==> src/rtl/uart_rx_if.sv <==
// Host-side view of the UART receiver: FIFO head and pop strobe, error-flag clear, and status.
interface uart_rx_if;
    logic       rd_en;
    logic       clr_err;
    logic [7:0] rx_data;
    logic       rx_valid;
    logic       rx_busy;
    logic       frame_err;
    logic       overrun;

    modport master (output rd_en, clr_err,
                    input  rx_data, rx_valid, rx_busy, frame_err, overrun);
    modport slave  (input  rd_en, clr_err,
                    output rx_data, rx_valid, rx_busy, frame_err, overrun);
endinterface

==> src/rtl/uart_rx.sv <==
// 8N1 UART receiver. It samples each bit at mid-bit and feeds a small FIFO.
// Framing and overrun errors are held in sticky flags.
module uart_rx #(
    parameter int CLKS_PER_BIT = 68,
    parameter int FIFO_DEPTH   = 4
) (
    input  logic      clk,
    input  logic      rst_n,
    input  logic      rx,
    uart_rx_if.slave  bus
);
    localparam int CW = $clog2(CLKS_PER_BIT);
    localparam int AW = $clog2(FIFO_DEPTH);
    localparam logic [CW-1:0] CNT_HALF = CW'((CLKS_PER_BIT - 1) / 2);
    localparam logic [CW-1:0] CNT_LAST = CW'(CLKS_PER_BIT - 1);
    localparam logic [AW:0]   CNT_FULL = (AW+1)'(FIFO_DEPTH);

    localparam logic [2:0] IDLE  = 3'd0;
    localparam logic [2:0] START = 3'd1;
    localparam logic [2:0] DATA  = 3'd2;
    localparam logic [2:0] STOP  = 3'd3;
    localparam logic [2:0] BRK   = 3'd4;

    logic          rx_m, rx_s;
    logic [2:0]    state;
    logic [CW-1:0] cnt;
    logic [2:0]    bit_idx;
    logic [7:0]    shift_reg;
    logic          at_last, push, stop_bad;

    always_ff @(posedge clk or negedge rst_n) begin
        if (!rst_n) begin
            rx_m <= 1'b1;
            rx_s <= 1'b1;
        end else begin
            rx_m <= rx;
            rx_s <= rx_m;
        end
    end

    assign at_last  = (cnt == CNT_LAST);
    assign push     = (state == STOP) && at_last && rx_s;
    assign stop_bad = (state == STOP) && at_last && !rx_s;

    always_ff @(posedge clk or negedge rst_n) begin
        if (!rst_n) begin
            state     <= IDLE;
            cnt       <= '0;
            bit_idx   <= '0;
            shift_reg <= '0;
        end else begin
            case (state)
                IDLE: begin
                    cnt <= '0;
                    if (!rx_s) state <= START;
                end
                START: begin
                    if (cnt == CNT_HALF) begin
                        cnt     <= '0;
                        bit_idx <= '0;
                        state   <= rx_s ? IDLE : DATA;
                    end else begin
                        cnt <= cnt + CW'(1);
                    end
                end
                DATA: begin
                    if (at_last) begin
                        cnt       <= '0;
                        shift_reg <= {rx_s, shift_reg[7:1]};
                        bit_idx   <= bit_idx + 3'd1;
                        if (bit_idx == 3'd7) state <= STOP;
                    end else begin
                        cnt <= cnt + CW'(1);
                    end
                end
                STOP: begin
                    if (at_last) begin
                        cnt   <= '0;
                        state <= rx_s ? IDLE : BRK;
                    end else begin
                        cnt <= cnt + CW'(1);
                    end
                end
                // A held-low line waits here rather than decoding as a stream of 0x00 frames.
                BRK: if (rx_s) state <= IDLE;
                default: state <= IDLE;
            endcase
        end
    end

    assign bus.rx_busy = (state != IDLE);

    logic [7:0]  mem [FIFO_DEPTH];
    logic [AW-1:0] rd_ptr, wr_ptr, rd_ptr_nx;
    logic [AW:0]   count, count_nx;
    logic          full, do_pop, do_push;
    logic [7:0]    head_nx;

    assign full     = (count == CNT_FULL);
    assign do_pop   = bus.rd_en && (count != '0);
    assign do_push  = push && (!full || do_pop);
    assign rd_ptr_nx = do_pop ? rd_ptr + AW'(1) : rd_ptr;

    always_comb begin
        count_nx = count;
        if (do_push && !do_pop) count_nx = count + (AW+1)'(1);
        if (!do_push && do_pop) count_nx = count - (AW+1)'(1);
    end

    // The registered head must see a byte being written into the slot that becomes the head.
    always_comb begin
        head_nx = mem[rd_ptr_nx];
        if (do_push && (wr_ptr == rd_ptr_nx)) head_nx = shift_reg;
        if (count_nx == '0) head_nx = 8'h00;
    end

    always_ff @(posedge clk) begin
        if (do_push) mem[wr_ptr] <= shift_reg;
    end

    always_ff @(posedge clk or negedge rst_n) begin
        if (!rst_n) begin
            rd_ptr        <= '0;
            wr_ptr        <= '0;
            count         <= '0;
            bus.rx_data   <= 8'h00;
            bus.frame_err <= 1'b0;
            bus.overrun   <= 1'b0;
        end else begin
            rd_ptr      <= rd_ptr_nx;
            count       <= count_nx;
            bus.rx_data <= head_nx;
            if (do_push) wr_ptr <= wr_ptr + AW'(1);

            if (stop_bad)          bus.frame_err <= 1'b1;
            else if (bus.clr_err)  bus.frame_err <= 1'b0;

            if (push && full && !do_pop) bus.overrun <= 1'b1;
            else if (bus.clr_err)        bus.overrun <= 1'b0;
        end
    end

    assign bus.rx_valid = (count != '0);
endmodule

==> src/flat_wrapper.sv <==
// flat-port wrapper written by rule: the top's interface ports become plain ports
module uart_rx_flat 
#(
    parameter int CLKS_PER_BIT = 68,
    parameter int FIFO_DEPTH   = 4
)
  (clk, rst_n, rx, bus_rd_en, bus_clr_err, bus_rx_data, bus_rx_valid, bus_rx_busy, bus_frame_err, bus_overrun);
  uart_rx_if bus_i ();
  input  logic clk;
  input  logic rst_n;
  input  logic rx;
  input wire logic [$bits(bus_i.rd_en)-1:0] bus_rd_en;
  input wire logic [$bits(bus_i.clr_err)-1:0] bus_clr_err;
  output wire logic [$bits(bus_i.rx_data)-1:0] bus_rx_data;
  output wire logic [$bits(bus_i.rx_valid)-1:0] bus_rx_valid;
  output wire logic [$bits(bus_i.rx_busy)-1:0] bus_rx_busy;
  output wire logic [$bits(bus_i.frame_err)-1:0] bus_frame_err;
  output wire logic [$bits(bus_i.overrun)-1:0] bus_overrun;
  assign bus_i.rd_en = bus_rd_en;
  assign bus_i.clr_err = bus_clr_err;
  assign bus_rx_data = bus_i.rx_data;
  assign bus_rx_valid = bus_i.rx_valid;
  assign bus_rx_busy = bus_i.rx_busy;
  assign bus_frame_err = bus_i.frame_err;
  assign bus_overrun = bus_i.overrun;
  uart_rx #(.CLKS_PER_BIT(CLKS_PER_BIT), .FIFO_DEPTH(FIFO_DEPTH)) u_core (.clk(clk), .rst_n(rst_n), .rx(rx), .bus(bus_i));
endmodule
==> config.mk <==
export PLATFORM = sky130hd
export DESIGN_NAME = uart_rx_flat
export DESIGN_NICKNAME = d
export VERILOG_FILES = /design/src/rtl/uart_rx_if.sv /design/src/rtl/uart_rx.sv /design/src/flat_wrapper.sv
export SDC_FILE = /design/constraint.sdc
export NUM_CORES = 1
export LEC_CHECK = 0
export ABC_AREA = 0
export CAP_MARGIN = 40
export CORE_MARGIN = 3
export CORE_UTILIZATION = 38
export DETAILED_ROUTE_END_ITERATION = 7
export PLACE_DENSITY = 0.6
export SLEW_MARGIN = 20
export SYNTH_ARGS = -nofsm -noshare
export SYNTH_HDL_FRONTEND = slang
export SYNTH_SLANG_ARGS = --single-unit
==> constraint.sdc <==
create_clock -name clk -period 2.3 [get_ports clk]
set_clock_uncertainty 0.1 [all_clocks]
set_input_delay 0.23 -clock clk [delete_from_list [all_inputs] [get_ports clk]]
set_output_delay 0.23 -clock clk [all_outputs]
set_load 0.005 [all_outputs]
After elaboration in Yosys (flattened, before gate mapping). Memory sizes are Yosys's and may differ from the RTL's. Index checks and enable logic that the tools add are counted.

Muxes and demuxes: 25. Reduce and logical (&&, ||, !) cells: 27. Equal/unequal tests: 15. $add $sub $neg: 6.

Operators by type and width (number): 2-to-1 mux 3 bit (11); one-hot mux 7 bit (3 select lines) (1); 2-to-1 mux 8 bit (2); one-hot mux 3 bit (5 select lines) (1); 2-to-1 mux 7 bit (2); logical AND 1 bit (10); inequality test 2 x 1 -> 1 bit (second input constant) (5); == test 3 bit (second input constant) (3); nonzero test 3 bit (3); adder 7 x 1 -> 7 bit (second input constant) (1); == test 7 x 6 -> 1 bit (second input constant) (1); == test 7 bit (second input constant) (1); adder 3 x 1 -> 3 bit (second input constant) (2); == test 3 x 2 -> 1 bit (second input constant) (2); logical NOT 3 bit (2); one-hot mux 3 bit (2 select lines) (1); AND reduction 6 bit (1); nonzero test 2 bit (3); 2-to-1 mux 1 bit (5); adder 2 x 1 -> 2 bit (second input constant) (2); logical NOT 1 bit (4); 2-to-1 mux 2 bit (2); == test 3 x 1 -> 1 bit (second input constant) (1); AND reduction 3 bit (1); 6 further kinds (6).

Bits in writable memories: 32. Register bits: 40. Output and inout port bits: 12. Memories kept: 1.

Memory list: u_core.mem (depth 4, bits a word 8, rd ports 1, clocked after memory_dff 0, write ports 1, line uart_rx.sv:93) `logic [7:0] mem [FIFO_DEPTH];`.

Longest topological paths before layout. Gate-level depths: netlist of the first run.

Word-level depth: 9. Depth in mapped cells: 10. Gate-level depth less buffers: 7.

Least setup slack after synthesis of the first run. Ideal clock, no wire load.

Path kind: reg-to-reg. Start point: register u_core.count[0]. End point: register u_core.bus.rx_data[5]. Clock period less this slack: 2.221 ns. Library setup time: 0.162 ns. Cell stages (with the launch flop): 11. Arrival time: 1.960 ns. Slack: 0.079 ns. Cells stage by stage: dfrtp_1 -> inv_1 -> ha_1 -> nand2b_1 -> buf_2 -> and2_1 -> buf_2 -> buf_2 -> a221o_1 -> a22oi_1 -> a221oi_1.

Word-level cells in the longest chain between the ends: 9. Elaborated cells between the ends (all ways): 21.

Ends and longest elaborated chain: start, declared (line uart_rx.sv:95) `logic [AW:0] count, count_nx;`; start signal, assigned (line uart_rx.sv:131) `count <= count_nx;`; == test 3 bit or nonzero test 3 bit (tied branches) (line uart_rx.sv:99, uart_rx.sv:100); logical NOT 1 bit or logical AND 1 bit (tied branches) (line uart_rx.sv:101, uart_rx.sv:100); logical OR 1 bit (line uart_rx.sv:101) `assign do_push = push && (!full || do_pop);`; logical AND 1 bit (line uart_rx.sv:101); logical AND 1 bit or logical NOT 1 bit (tied branches) (line uart_rx.sv:106, uart_rx.sv:107); 2-to-1 mux 3 bit or logical AND 1 bit (tied branches) (line uart_rx.sv:106, uart_rx.sv:107); 2-to-1 mux 3 bit (line uart_rx.sv:107) `if (!do_push && do_pop) count_nx = count - (AW+1)'(1);`; logical NOT 3 bit (line uart_rx.sv:114) `if (count_nx == '0) head_nx = 8'h00;`; 2-to-1 mux 8 bit * (line uart_rx.sv:114); named net u_core.head_nx[5] (line uart_rx.sv:97) `logic [7:0] head_nx;`; end signal, assigned (line uart_rx.sv:132) `bus.rx_data <= head_nx;`; end, declared (line uart_rx_if.sv:14) `output rx_data, rx_valid, rx_busy, frame_err, overrun);`.

Mark *: on every way through the listed nets, which the timed path passes. The rest lies on a longest branch. A chain may end at the register's enable or synchronous reset.

Final worst setup path of the first run.
Start point: register u_core.cnt[1]. End point: register u_core.bus.rx_data[5].

Word-level cells in the longest chain between the ends: 9. Elaborated cells between the ends (all ways): 13.

Ends and longest elaborated chain: start, declared (line uart_rx.sv:26) `logic [CW-1:0] cnt;`; start signal, assigned (line uart_rx.sv:63) `cnt <= cnt + CW'(1);`; start signal, assigned (line uart_rx.sv:73) `cnt <= cnt + CW'(1);`; start signal, assigned (line uart_rx.sv:81) `cnt <= cnt + CW'(1);`; == test 7 bit * (line uart_rx.sv:41) `assign at_last = (cnt == CNT_LAST);`; logical AND 1 bit * (2 in series) (line uart_rx.sv:42) `assign push = (state == STOP) && at_last && rx_s;`; logical AND 1 bit * (line uart_rx.sv:101); logical AND 1 bit or logical NOT 1 bit (tied branches) (line uart_rx.sv:106, uart_rx.sv:107); 2-to-1 mux 3 bit or logical AND 1 bit (tied branches) (line uart_rx.sv:106, uart_rx.sv:107); 2-to-1 mux 3 bit (line uart_rx.sv:107); logical NOT 3 bit (line uart_rx.sv:114); 2-to-1 mux 8 bit * (line uart_rx.sv:114); named net u_core.head_nx[5] (line uart_rx.sv:97).

Marks and branches as above.

==> run metrics, run 1 <==
Synth area leaders edfxtp_1 (26%), dfrtp_1 (25%), mux2_2 (5.4%), ha_1 (3.7%), mux2i_1 (2.7%); crit path kind register to register; vias in the first global route 2563; CTS tree yes; main combinational cell family by area after synthesis compound AO/OA/AOI/OAI gates; first-pass GRT wire length 13300 µm; Synth Area in Compound Gates 0.181; Layout fillers 871; EDFF count, synth 32; CTS max path bufs 2; DRC 0; Worst R2R Path Depth 6; CTS sink count 72; library cells used by synthesis 55; # IOs 17; Clock Latency Late Sink 340 ps; setup ws final 51.2 ps; Hold Path Depth 1; synthesized area 3730 µm²; via count 2675; status completed; max_cap viols 0; CTS Buf Count 9; Power Density 953 nW/µm²; Pint 2.81 mW; Reg2Reg Setup Slack 50 ps; reg-to-reg startpoint u_core.cnt[1]$_DFFE_PN0P_; die extent in x 105 µm; initial core utilization 0.398; dominant cell type by area after synthesis edfxtp_1; CP Capture Type register; sw frac 0.354; Critical Path Source Type register; Avg Inst Size Synth 12.0 µm²; worst hold margin 202 ps; Overflow after GRT 0; Die Footprint 11000 µm²; combinational share of power 0.429; Place WS -41.8 ps; DR iter-0 viols 152; met3 wire length 320 µm; RR Endpoint u_core.bus.rx_data[5]$_DFF_PN0_; metal2 WL 3750 µm; total negative slack 0 ps; commonest cells in the netlist dfrtp_1 (38), edfxtp_1 (32), inv_1 (18), mux2_2 (18), buf_2 (14); average wire per standard cell 17.0 µm; XOR/XNOR Fraction of Synth Area 0.0141; register area share after synthesis 0.526; period utilization 0.978; Fmax 445 MHz; drt first pass iters 6; Post-Synth Adder-Cell Area 0.0369; Slew HR 0.726; Yosys warnings 0; clk root buf clkbuf_8; Max Slew Vio Count 0; Leak 1.83 nW; Post-Synthesis Cells 310; largest net degree at the start of global routing 27; port bufs 16; Clk pwr share 0.203; Post-Syn Nets 326; worst-path fanout max 4; Pwr Total 4.35 mW; Syn-to-layout area delta 22.3%; crit path cell chain ha_2 > and3b_1 > and4_2 > mux2i_4 > xnor2_1 > a221oi_1; Switch Pwr 1.54 mW; Arrival @ worst endpoint 2380 ps; Reg clk slew, reported paths 80 ps; mux cell area share after synthesis 0.0811; synthesized flop and latch total 72; DPL Wire Length 5780 µm; Final min period 2250 ps; most frequent cell after synthesis dfrtp_1; Placer Congestion 0.855; Primary FF master, synth dfrtp_1; CP peak stage delay 400 ps; area share of the largest cell type after synthesis 0.257; H-tree depth 3; Final Setup Violations 0; Met1 Routed Length 4050 µm; Hold/Removal Path Class input pin to register; post-synthesis simple-gate area fraction 0.116; max FFs per register 32; Final ANT Viol Nets 0; Routed WL 8310 µm; number of nets in the layout 370; Post-synth ARST share 0.556; sink of the worst hold path u_core.rx_m$_DFF_PN1_; Least-Margin Pin Slew 408 ps; Max VDD drop 335 µV; initial antenna violation count 0; register share of total power 0.369; Hold Crit Start rx; highest routed layer met4; vias per cell 5.48; All-Layer GR Usage 0.155; Ant. Diodes 0; Core Region 9370 µm²; layout cells sized above 1 0.284; Slowest-stage cell, CP dfrtp_1; Worst Path Required 2430 ps; Final Hold Fails 0; Chip Height 105 µm; # rows 35
==> metrics by stage <==
step | util | cell area, µm² | instances
2_1_floorplan | - | 3730 | 310
3_3_place_gp | 0.448 | 4200 | 464
3_5_place_dp | 0.448 | 4200 | 464
4_1_cts | 0.471 | 4420 | 484
5_1_grt | 0.487 | 4570 | 488
6_report | 0.487 | 4570 | 488
==> final cells by class <==
type | instances | area [µm²] | share of cell area
tap | 129 | 161 | 0.0354
timing repair buffer | 53 | 480 | 0.105
clock inverter | 7 | 47.5 | 0.0104
inverter | 19 | 71.3 | 0.0156
sequential | 72 | 1970 | 0.431
clock buffer | 9 | 124 | 0.0271
multi-input combinational | 199 | 1720 | 0.376
==> power by group through the flow <==
stage	sequential, mW	clock, mW	combinational, mW
5_1_grt	1.63	0.966	2.02
3_3_place_gp	1.60	0	1.56
2_1_floorplan	1.56	0	1.08
6_report	1.60	0.882	1.87
4_1_cts	1.58	0.915	1.63
3_5_place_dp	1.60	0	1.58
==> routing by layer <==
metal | global-route usage | up-vias
li1 | - | 1293
met5 | 0 | -
met1 | 0.226 | 1304
met2 | 0.220 | 66
met3 | 0.0364 | 12
met4 | 0.0628 | 0
==> worst max-delay path: cells and delay by family, from the launching register on <==
kind	cells	cell delay [ps]
XOR/XNOR	1	210
flip-flops	1	400
AO/OA/AOI/OAI	1	320
multiplexers	1	360
AND/OR/NAND/NOR	2	550
adder cells (fa/ha/maj)	1	220
==> layout by cell type (no fill, tap or decap), types with 8 or more instances in the layout <==
master	synthesis	layout
o221ai_1	9	8
clkdlybuf4s50_1	0	15
a211oi_1	10	10
o31ai_1	9	9
ha_1	11	9
o21ai_0	8	8
buf_4	0	31
clkbuf_8	0	9
nand2_1	13	13
inv_1	18	16
mux2_2	18	18
a221o_1	8	8
nand4_1	9	9
dfrtp_1	38	37
edfxtp_1	32	32
mux2i_1	10	8
==> worst max path at each step <==
stage / start / to / slack, ps / cells past startpoint
global placement: bus_rd_en / u_core.mem[1][2]$_DFFE_PP_ / -6 / 5
finish: u_core.cnt[1]$_DFFE_PN0P_ / u_core.bus.rx_data[5]$_DFF_PN0_ / 50 / 6
floorplan: u_core.count[0]$_DFF_PN0_ / u_core.bus.rx_data[5]$_DFF_PN0_ / 80 / 10
CTS: u_core.count[1]$_DFF_PN0_ / u_core.mem[1][7]$_DFFE_PP_ / 10 / 7
detailed placement: bus_rd_en / u_core.bus.rx_data[2]$_DFF_PN0_ / -40 / 6
global route: u_core.count[1]$_DFF_PN0_ / u_core.bus.rx_data[4]$_DFF_PN0_ / -10 / 10
==> timing repair <==
item                                    CTS  global route
hold buffers                              1             0
endpoints found under the setup margin    8            33
hold endpoints to repair                 14             0
gates cloned                              0             1
buffers inserted                          3             3
gates resized for setup                   2            24
pin swaps                                 1             7
==> logic make-up (layout without fill, tap and decap cells) <==
| logic type | count (synthesis) | in the layout |
|---|---|---|
| AND/OR/NAND/NOR | 71 | 71 |
| multiplexers | 28 | 28 |
| flip-flops | 72 | 72 |
| AO/OA/AOI/OAI | 82 | 82 |
| XOR/XNOR | 6 | 7 |
| adder cells (fa/ha/maj) | 11 | 11 |
| buffers and inverters | 40 | 88 |
(Power assumes the default switching activity.)
==> inputs of run 2 (changes only) <==
--- a/config.mk
+++ b/config.mk
@@ -10,6 +10,7 @@
 export CORE_MARGIN = 3
 export CORE_UTILIZATION = 38
 export DETAILED_ROUTE_END_ITERATION = 7
+export GPL_ROUTABILITY_DRIVEN = 0
 export PLACE_DENSITY = 0.6
 export SLEW_MARGIN = 20
 export SYNTH_ARGS = -nofsm -noshare
==> results of run 2 <==
Final layout, timing and power as in run 1 (identical DEF).
==> inputs of run 3 (changes only) <==
--- a/config.mk
+++ b/config.mk
@@ -10,7 +10,8 @@
 export CORE_MARGIN = 3
 export CORE_UTILIZATION = 38
 export DETAILED_ROUTE_END_ITERATION = 7
-export GPL_ROUTABILITY_DRIVEN = 0
+export GPL_TIMING_DRIVEN = 0
+export HOLD_SLACK_MARGIN = 0.1
 export PLACE_DENSITY = 0.6
 export SLEW_MARGIN = 20
 export SYNTH_ARGS = -nofsm -noshare
==> run metrics, run 3 (synthesis gave the netlist of run 1 again) <==
Final Hold Fails 0; Arrival @ worst endpoint 2340 ps; # rows 35; Overflow after GRT 0; drt first pass iters 5; met2 usage 0.236; port bufs 15; DRC 0; CTS max path bufs 2; Critical Path Source Type register; largest net degree at the start of global routing 24; Slew HR 0.650; CTS Buf Count 9; Pint 2.69 mW; Clk pwr share 0.202; Routed WL 8430 µm; combinational share of power 0.437; Hold/Removal Path Class input pin to register; Max Slew Vio Count 0; first-pass GRT wire length 14100 µm; Reg clk slew, reported paths 70 ps; vias in the first global route 2715; Die Footprint 11000 µm²; initial core utilization 0.398; Placer Congestion 0.861; gr busiest metal met2; Final Setup Violations 0; Ant. Diodes 0; H-tree depth 3; max FFs per register 32; Max VDD drop 416 µV; sw frac 0.373; placed inst area 4060 µm²; Design Area, Final 4450 µm²; crit path kind register to register; CTS sink count 72; total negative slack 0 ps; vias per cell 5.71; Syn-to-layout area delta 19.3%; max_cap viols 0; via count 2741; worst-path fanout max 10; die extent in x 105 µm; Switch Pwr 1.60 mW; CTS tree yes; Final min period 2230 ps; status completed; All-Layer GR Usage 0.159; Leak 1.77 nW; clk root buf clkbuf_8; Fmax 449 MHz; Power Density 964 nW/µm²; DPL Wire Length 5590 µm; M1 GR Usage 0.225; most frequent cells in the layout dfrtp_1 (36), edfxtp_1 (32), mux2_2 (18); CP Capture Type register; met3 Track Usage GR 0.0408; RSZ-0062 raised after global routing no; commonest non-fill, non-tap cell in the layout dfrtp_1; Chip Height 105 µm; period utilization 0.969; Layout fillers 869; average wire per standard cell 17.6 µm; Final ANT Viol Nets 0; Least-Margin Pin Slew 525 ps; Worst Path Required 2410 ps; Clock Latency Late Sink 350 ps; Core Region 9370 µm²; initial antenna violation count 0; register share of total power 0.361; DR iter-0 viols 139; worst hold margin 192 ps; number of nets in the layout 362; layout cells sized above 1 0.268; # IOs 17
[run 3: cell count changes in the layout (fill, tap and decap cells not counted), moves of 2 or more]
cell	previous run	this run
and2_1	3	1
buf_12	3	1
buf_2	1	8
buf_4	31	10
clkbuf_1	0	6
clkbuf_2	0	3
clkbuf_4	0	2
clkinvlp_4	2	0
mux2i_2	0	2
mux2i_4	2	0
[run 3: layer usage]
metal	vias up	part of all wire
met1	1360	0.47
met5	-	0
met2	95	0.45
met4	0	0.011
li1	1278	-
met3	8	0.064
[run 3: power groups by stage]
stage | registers (mW) | logic (mW) | clock network, mW
after global routing | 1.57 | 2.02 | 0.934
after detailed placement | 1.57 | 1.53 | 0
final | 1.55 | 1.87 | 0.867
after floorplan | 1.56 | 1.08 | 0
after CTS | 1.54 | 1.74 | 0.889
after global placement | 1.57 | 1.50 | 0
[run 3: path summary, 6_finish.rpt]
path | slack (ps) | end | from | cells after the start
max in group asynchronous | 1280 | u_core.rx_m$_DFF_PN1_ | rst_n | 3
min in group asynchronous | 250 | u_core.bus.rx_data[3]$_DFF_PN0_ | rst_n | 2
max | 70 | u_core.bus.rx_data[6]$_DFF_PN0_ | u_core.count[0]$_DFF_PN0_ | 10
min | 190 | u_core.rx_m$_DFF_PN1_ | rx | 1
min reg2reg | 260 | u_core.rx_s$_DFF_PN1_ | u_core.rx_m$_DFF_PN1_ | 0
max reg2reg | 70 | u_core.bus.rx_data[6]$_DFF_PN0_ | u_core.count[0]$_DFF_PN0_ | 10
[run 3: cell type report]
type,instances,area (µm²),share of cell area
Clock inverter,4,23.8,0.00534
Buffer,21,125,0.0281
Clock buffer,12,135,0.0303
Tap cell,129,161,0.0362
Timing Repair Buffer,25,239,0.0537
Multi-Input combinational cell,198,1730,0.389
Sequential cell,72,1970,0.442
Inverter,19,71.3,0.0160
[run 3: stage by stage]
stage | std cells | total power [mW] | util | setup WS (ps)
finish | 480 | 4.29 | 0.475 | 71.1
global route | 480 | 4.53 | 0.475 | 1.42
CTS | 479 | 4.17 | 0.466 | 20.7
detailed placement | 455 | 3.10 | 0.433 | -329
global placement | 454 | 3.07 | 0.432 | -287
floorplan | 310 | 2.64 | - | 78.6
[run 3: worst max-delay path, stage by stage, from the launching register on]
cell	delay (ps)
dfrtp_1	400
inv_2	90
ha_4	150
nand2b_1	60
buf_4	170
and2_4	170
buf_6	150
buf_6	150
a221o_1	320
a22oi_2	240
a221oi_2	90
[run 3: what timing repair did]
action | in CTS | in global routing
hold endpoints to repair | 33 | 0
gates resized for setup | 21 | 28
setup endpoints to repair | 41 | 45
pin swaps | 6 | 4
hold buffers | 1 | 0
setup buffers | 7 | 1
